`config.mk`:
```
export PLATFORM = sky130hd
export DESIGN_NAME = wam_round_sequencer
export DESIGN_NICKNAME = d
export VERILOG_FILES = /design/src/rtl/wam_pkg.sv /design/src/rtl/wam_light_picker.sv /design/src/rtl/wam_round_sequencer.sv
export SDC_FILE = /design/constraint.sdc
export NUM_CORES = 1
export LEC_CHECK = 0
export ABC_AREA = 0
export BUFFER_PORTS_ARGS = -buffer_cell sky130_fd_sc_hd__buf_2
export CAP_MARGIN = 25
export CORE_MARGIN = 2
export CORE_UTILIZATION = 24
export CTS_CLUSTER_SIZE = 12
export DETAILED_ROUTE_END_ITERATION = 7
export HOLD_SLACK_MARGIN = 0.08
export PLACE_DENSITY = 0.42
export SYNTH_ARGS = -nofsm -noshare
export SYNTH_HDL_FRONTEND = slang
export SYNTH_SLANG_ARGS = --single-unit
```
`constraint.sdc`:
```
create_clock -name CLOCK_50 -period 8 [get_ports CLOCK_50]
set_input_delay 2.4 -clock CLOCK_50 [delete_from_list [all_inputs] [get_ports CLOCK_50]]
set_output_delay 2.4 -clock CLOCK_50 [all_outputs]
set_load 0.005 [all_outputs]
```
`src/rtl/wam_pkg.sv`:
```
// Shared types and constants for the whack-a-mole round sequencer.
// Holds the FSM state enum, the per-level base timer limits, the game
// lengths and the one-hot difficulty codes.
package wam_pkg;

  typedef enum logic [1:0] {
    ST_IDLE = 2'd0,
    ST_GAP  = 2'd1,
    ST_ON   = 2'd2,
    ST_DONE = 2'd3
  } wam_state_e;

  localparam logic [3:0] LVL_1 = 4'b0001;
  localparam logic [3:0] LVL_2 = 4'b0010;
  localparam logic [3:0] LVL_3 = 4'b0100;
  localparam logic [3:0] LVL_4 = 4'b1000;

  localparam logic [27:0] GAP_BASE_1 = 28'd99_999_999;
  localparam logic [27:0] ON_BASE_1  = 28'd99_999_999;
  localparam logic [27:0] GAP_BASE_2 = 28'd49_999_999;
  localparam logic [27:0] ON_BASE_2  = 28'd49_999_999;
  localparam logic [27:0] GAP_BASE_3 = 28'd24_999_999;
  localparam logic [27:0] ON_BASE_3  = 28'd49_999_999;
  localparam logic [27:0] GAP_BASE_4 = 28'd12_499_999;
  localparam logic [27:0] ON_BASE_4  = 28'd24_999_999;

  localparam logic [5:0] NORMAL_POINTS   = 6'd25;
  localparam logic [5:0] EXTENDED_POINTS = 6'd50;

  typedef struct packed {
    logic [27:0] gap;
    logic [27:0] on;
  } wam_limits_t;

  // Unshifted timer limits for a difficulty code; anything not strictly
  // one-hot falls back to level 2.
  function automatic wam_limits_t level_limits(input logic [3:0] lvl);
    wam_limits_t l;
    case (lvl)
      LVL_1:   begin l.gap = GAP_BASE_1; l.on = ON_BASE_1; end
      LVL_2:   begin l.gap = GAP_BASE_2; l.on = ON_BASE_2; end
      LVL_3:   begin l.gap = GAP_BASE_3; l.on = ON_BASE_3; end
      LVL_4:   begin l.gap = GAP_BASE_4; l.on = ON_BASE_4; end
      default: begin l.gap = GAP_BASE_2; l.on = ON_BASE_2; end
    endcase
    return l;
  endfunction

endpackage

```
`src/rtl/wam_light_picker.sv`:
```
// Chooses the next mole: folds a random nibble into 0..NUM_LIGHTS-1 and
// steps past the previously lit mole so the same LED never lights twice
// in a row. Purely combinational; the previous index lives in the parent.
module wam_light_picker #(
  parameter int NUM_LIGHTS = 9
) (
  input  logic [3:0] rand_nib,
  input  logic [3:0] prev_idx,
  output logic [3:0] idx
);

  localparam logic [3:0] N_LIGHTS = 4'(NUM_LIGHTS);

  logic [3:0] fold;

  // Fold the nibble into range, then avoid repeating the previous mole.
  always_comb begin
    fold = rand_nib;
    if (fold >= N_LIGHTS) fold = fold - N_LIGHTS;
    idx = fold;
    if (fold == prev_idx) idx = (fold == N_LIGHTS - 4'd1) ? 4'd0 : fold + 4'd1;
  end

endmodule

```
`src/rtl/wam_round_sequencer.sv`:
```
// Whack-a-mole round controller: alternates off gaps and lit windows,
// judges key presses as hits or misses, counts score and flicks, and
// flags game over once the latched flick total is reached.
// Optional feature macro: WAM_DEATHMATCH_EN adds a `deathmatch` input;
// when latched high at start, the first miss ends the game.
//
// state   | meaning
// --------+-----------------------------------------------------------
// ST_IDLE | after reset, outputs quiet, waiting for start
// ST_GAP  | all LEDs off, timer runs 0..gap_lim, then a mole is picked
// ST_ON   | one LED lit, timer runs 0..on_lim, waiting for a key
// ST_DONE | game over, score/flicks held, start begins a new game
module wam_round_sequencer
  import wam_pkg::*;
#(
  parameter int TIME_SHIFT = 0,
  parameter int NUM_LIGHTS = 9
) (
  input  logic                  CLOCK_50,
  input  logic                  reset,
  input  logic                  start,
  input  logic [3:0]            difficulty,
  input  logic                  extended,
  input  logic [15:0]           rand_num,
  input  logic                  key_valid,
  input  logic [3:0]            key_code,
`ifdef WAM_DEATHMATCH_EN
  input  logic                  deathmatch,
`endif
  output logic [NUM_LIGHTS-1:0] light_mask,
  output logic                  hit,
  output logic                  miss,
  output logic [5:0]            score,
  output logic [5:0]            flicks,
  output logic                  busy,
  output logic                  game_over
);

  localparam logic [NUM_LIGHTS-1:0] MASK_ONE = {{(NUM_LIGHTS-1){1'b0}}, 1'b1};

  wam_state_e  state_q, state_d;
  logic [27:0] timer_q, timer_d;
  logic [27:0] gap_lim_q, gap_lim_d;
  logic [27:0] on_lim_q, on_lim_d;
  logic [5:0]  total_q, total_d;
  logic [3:0]  idx_q, idx_d;
  logic [5:0]  score_q, score_d;
  logic [5:0]  flicks_q, flicks_d;
  logic        hit_q, hit_d;
  logic        miss_q, miss_d;

  logic [3:0]  pick_idx;
  logic        dm_active;
  wam_limits_t lvl_lim;
  logic        unused_rand;

  assign unused_rand = ^rand_num[15:4];
  assign lvl_lim     = level_limits(difficulty);

  wam_light_picker #(
    .NUM_LIGHTS (NUM_LIGHTS)
  ) u_picker (
    .rand_nib (rand_num[3:0]),
    .prev_idx (idx_q),
    .idx      (pick_idx)
  );

`ifdef WAM_DEATHMATCH_EN
  logic dm_q, dm_d;

  // Latch the deathmatch switch together with the other game settings.
  always_comb begin
    dm_d = dm_q;
    if ((state_q == ST_IDLE || state_q == ST_DONE) && start) dm_d = deathmatch;
  end

  // Deathmatch mode register.
  always_ff @(posedge CLOCK_50) begin
    if (reset) dm_q <= 1'b0;
    else       dm_q <= dm_d;
  end

  assign dm_active = dm_q;
`else
  assign dm_active = 1'b0;
`endif

  // Next-state, timer, judging and counter updates.
  always_comb begin
    state_d   = state_q;
    timer_d   = timer_q;
    gap_lim_d = gap_lim_q;
    on_lim_d  = on_lim_q;
    total_d   = total_q;
    idx_d     = idx_q;
    score_d   = score_q;
    flicks_d  = flicks_q;
    hit_d     = 1'b0;
    miss_d    = 1'b0;

    case (state_q)
      ST_IDLE, ST_DONE: begin
        if (start) begin
          state_d   = ST_GAP;
          timer_d   = '0;
          gap_lim_d = lvl_lim.gap >> TIME_SHIFT;
          on_lim_d  = lvl_lim.on >> TIME_SHIFT;
          total_d   = extended ? EXTENDED_POINTS : NORMAL_POINTS;
          score_d   = '0;
          flicks_d  = '0;
        end
      end

      ST_GAP: begin
        if (timer_q == gap_lim_q) begin
          state_d = ST_ON;
          timer_d = '0;
          idx_d   = pick_idx;
        end else begin
          timer_d = timer_q + 28'd1;
        end
      end

      ST_ON: begin
        // A correct press wins over a timeout landing on the same cycle.
        if (key_valid) begin
          if (key_code == idx_q) hit_d  = 1'b1;
          else                   miss_d = 1'b1;
        end else if (timer_q == on_lim_q) begin
          miss_d = 1'b1;
        end

        if (hit_d || miss_d) begin
          flicks_d = flicks_q + 6'd1;
          if (hit_d) score_d = score_q + 6'd1;
          timer_d = '0;
          if (flicks_d == total_q || (miss_d && dm_active)) state_d = ST_DONE;
          else                                              state_d = ST_GAP;
        end else begin
          timer_d = timer_q + 28'd1;
        end
      end

      default: state_d = ST_IDLE;
    endcase
  end

  // State and datapath registers, synchronous reset.
  always_ff @(posedge CLOCK_50) begin
    if (reset) begin
      state_q   <= ST_IDLE;
      timer_q   <= '0;
      gap_lim_q <= '0;
      on_lim_q  <= '0;
      total_q   <= '0;
      idx_q     <= '0;
      score_q   <= '0;
      flicks_q  <= '0;
      hit_q     <= 1'b0;
      miss_q    <= 1'b0;
    end else begin
      state_q   <= state_d;
      timer_q   <= timer_d;
      gap_lim_q <= gap_lim_d;
      on_lim_q  <= on_lim_d;
      total_q   <= total_d;
      idx_q     <= idx_d;
      score_q   <= score_d;
      flicks_q  <= flicks_d;
      hit_q     <= hit_d;
      miss_q    <= miss_d;
    end
  end

  assign light_mask = (state_q == ST_ON) ? (MASK_ONE << idx_q) : '0;
  assign hit        = hit_q;
  assign miss       = miss_q;
  assign score      = score_q;
  assign flicks     = flicks_q;
  assign busy       = (state_q == ST_GAP) || (state_q == ST_ON);
  assign game_over  = (state_q == ST_DONE);

endmodule
```
==> flow_metrics.env <==
export IMPL_antenna_cells=0
export IMPL_relSlewSlack_pct=34.83
export IMPL_cp_num_buf_inv=2
export IMPL_ys_types=71
export IMPL_final_hold_violation_count=0
export IMPL_grt_overflow_total=0
export IMPL_core_area_um2=17360
export IMPL_drive_gt1_share_pct=13.93
export IMPL_initial_utilization_pct=24.69
export IMPL_syn_inst=545
export IMPL_drc=0
export IMPL_worstSetupPathType="flip-flop to output port"
export IMPL_hpwl_um=8914
export IMPL_die_area_um2=18940
export IMPL_clk_latency_ns=0.35
export IMPL_cap_violations=0
export IMPL_crit_chain="inv_1 > ha_1 > or3b_2 > nor3_1 > buf_2"
export IMPL_crit_path_end_kind="output port"
export IMPL_fp_dieW_um=137.6
export IMPL_cp_max_fo=12
export IMPL_setup_viol=0
export IMPL_port_buffers=41
export IMPL_postCtsSetupBuffers=0
export IMPL_drt_iter0_drc=285
export IMPL_yosysWarnings=0
export IMPL_routed_wl_um=12960
export IMPL_vias=4102
export IMPL_cellLeakagePower_nw=1.729
export IMPL_yosysSeqAreaShare_pct=29.90
export IMPL_path_clk_slew_ns=0.05
export IMPL_holdCritPathClass="flip-flop to flip-flop"
export IMPL_pre_cts_slack_ns=3.340
export IMPL_grt_total_usage_pct=14.38
export IMPL_ant_nets=0
export IMPL_async_flop_share_pct=0
export IMPL_hold_ws_ns=0.4793
export IMPL_mostFrequentLayoutCell="dfxtp_1"
export IMPL_dr_pass1_iters=5
export IMPL_arrival_ns=2.02
export IMPL_fin_ws_ns=3.577
export IMPL_avgViaCountPerCell=5.225
export IMPL_cts_htree_levels=3
export IMPL_holdBufCountCts=0
export IMPL_powerDensity_nw_per_um2=238.4
export IMPL_wl_per_cell_um=16.51
export IMPL_tns_ns=0
export IMPL_cts_buffer_depth=2
export IMPL_avgSynthCellArea_um2=7.863
export IMPL_tightest_slew_ns=0.9776
export IMPL_drv_slew=0
export IMPL_antenna_found_initial=0
export IMPL_cpPeakStageDelay_ns=0.54
export IMPL_nNetsFinal=595
export IMPL_cts_tree="built"
export IMPL_final_cells=785
export IMPL_synth_edff_count=0
export IMPL_ys_ff_latch=64
export IMPL_num_rows=48
export IMPL_fin_crit_ns=4.423
export IMPL_final_cell_mix="dfxtp_1 (64), nor2_1 (56), buf_2 (41)"
export IMPL_syn_num_nets=585
export IMPL_dp_cells=769
export IMPL_cts_sink_count=64
export IMPL_fmax_ghz=0.2261
export IMPL_grt_pass1_vias=3872
export IMPL_areaGrowthSynthToFinish_pct=15.74
export IMPL_clock_skew_ns=0.009234
export IMPL_ctsResizeCount=0
export IMPL_crit_slowest_cell="or3b_2"
export IMPL_outcome="finished, final reports clean"
export IMPL_grt_max_degree=46
export IMPL_vdd_drop_max_mv=0.1249
export IMPL_critPathTopFamily="simple AND/OR/NAND/NOR gates"
export IMPL_die_h_um=137.6
export IMPL_root_buffer="clkbuf_16"
export IMPL_rsz0062_at_grt="false"
export IMPL_period_share_pct=55.28
export IMPL_critPathLaunchType="flip-flop"
export IMPL_cts_buffers=9
export IMPL_synth_flop_cell="dfxtp_1"
export IMPL_cp_data_required_time_ns=5.60
export IMPL_gp_congestion=0.8023
export IMPL_io_pins=54
export IMPL_grt_pass1_wl_um=20980
export IMPL_synth_area_um2=4285
-- routing by layer --
layer | vias up | routed length [um] | GRT usage, %
li1 | 2048 | - | -
met1 | 1953 | 6262 | 19.25
met2 | 86 | 6007 | 23.24
met3 | 15 | 498 | 2.759
met4 | 0 | 193 | 4.582
met5 | - | 0 | 0
-- area by class of cell --
type	count	area [um^2]
Fill cell	1846	12400
Multi-Input combinational cell	411	2716
Sequential cell	64	1281
Tap cell	225	281.5
Clock buffer	11	252.7
Timing Repair Buffer	45	235.2
Clock inverter	5	102.6
Inverter	24	90.09
-- flip-flops by register name, indices dropped and copies added (netlist names) --
name,flops
timer_q,28
gap_lim_q,7
on_lim_q,7
flicks,6
score,6
idx_q,4
state_q,2
total_q,2
hit,1
miss,1
-- synth_stat cells, drive strengths merged (9+ instances only) --
master   n  area [um^2]
xor2    10        87.58
nand4   17        121.4
o21ai   25        140.1
ha      11        137.6
clkbuf  30        113.9
inv     22        82.58
or3      9        56.30
a221o   15        150.1
a211oi  19        160.2
nand2   37        138.9
nand3   32        165.2
nor2    56        210.2
a21oi   18        90.09
buf     16        83.83
nor4    10        62.56
dfxtp   64         1281
nand2b  11        68.82
nor3    19        100.1
xnor2   20        175.2
-- path summary, 6_finish.rpt --
path / from / to / slack, ns / depth (start not counted)
max: state_q[0] / light_mask[0] / 3.58 / 5
min: total_q[1] / total_q[1] / 0.48 / 2
max reg2reg: on_lim_q[22] / timer_q[24] / 4.92 / 6
min reg2reg: total_q[1] / total_q[1] / 0.48 / 2
-- logic make-up after synthesis --
logic type                 count (synthesis)  share of synthesized area [%]
AOI/OAI and AO/OA                        144                          26.13
xor gates and xnor gates                  31                          6.657
adders and majority gates                 11                          3.212
buffers and inverters                     70                          6.715
DFF                                       64                          29.90
muxes                                      1                         0.2336
and+or+nand+nor                          224                          27.15
-- report_power, final --
group,total (mW),internal [mW],switching (mW)
registers,0.366,0.340,0.0262
logic,0.342,0.102,0.240
clock network,0.475,0.321,0.154
-- stage by stage --
step           util [%]  cell area, um^2  total power, mW
6_report          28.58             4960            1.182
5_1_grt           28.58             4960            1.250
4_1_cts           28.58             4960            1.199
3_5_place_dp      26.53             4604           0.7178
3_3_place_gp      26.53             4604           0.7160
2_1_floorplan         -             4285           0.6130
-- worst reg2reg max path, delay by kind of cell (launching register included) --
family	cells	cell delay, ns
AOI/OAI and AO/OA	4	2.08
DFF	1	0.58
and+or+nand+nor	1	0.20
xor gates and xnor gates	1	0.12
(Power assumes the default switching activity.)
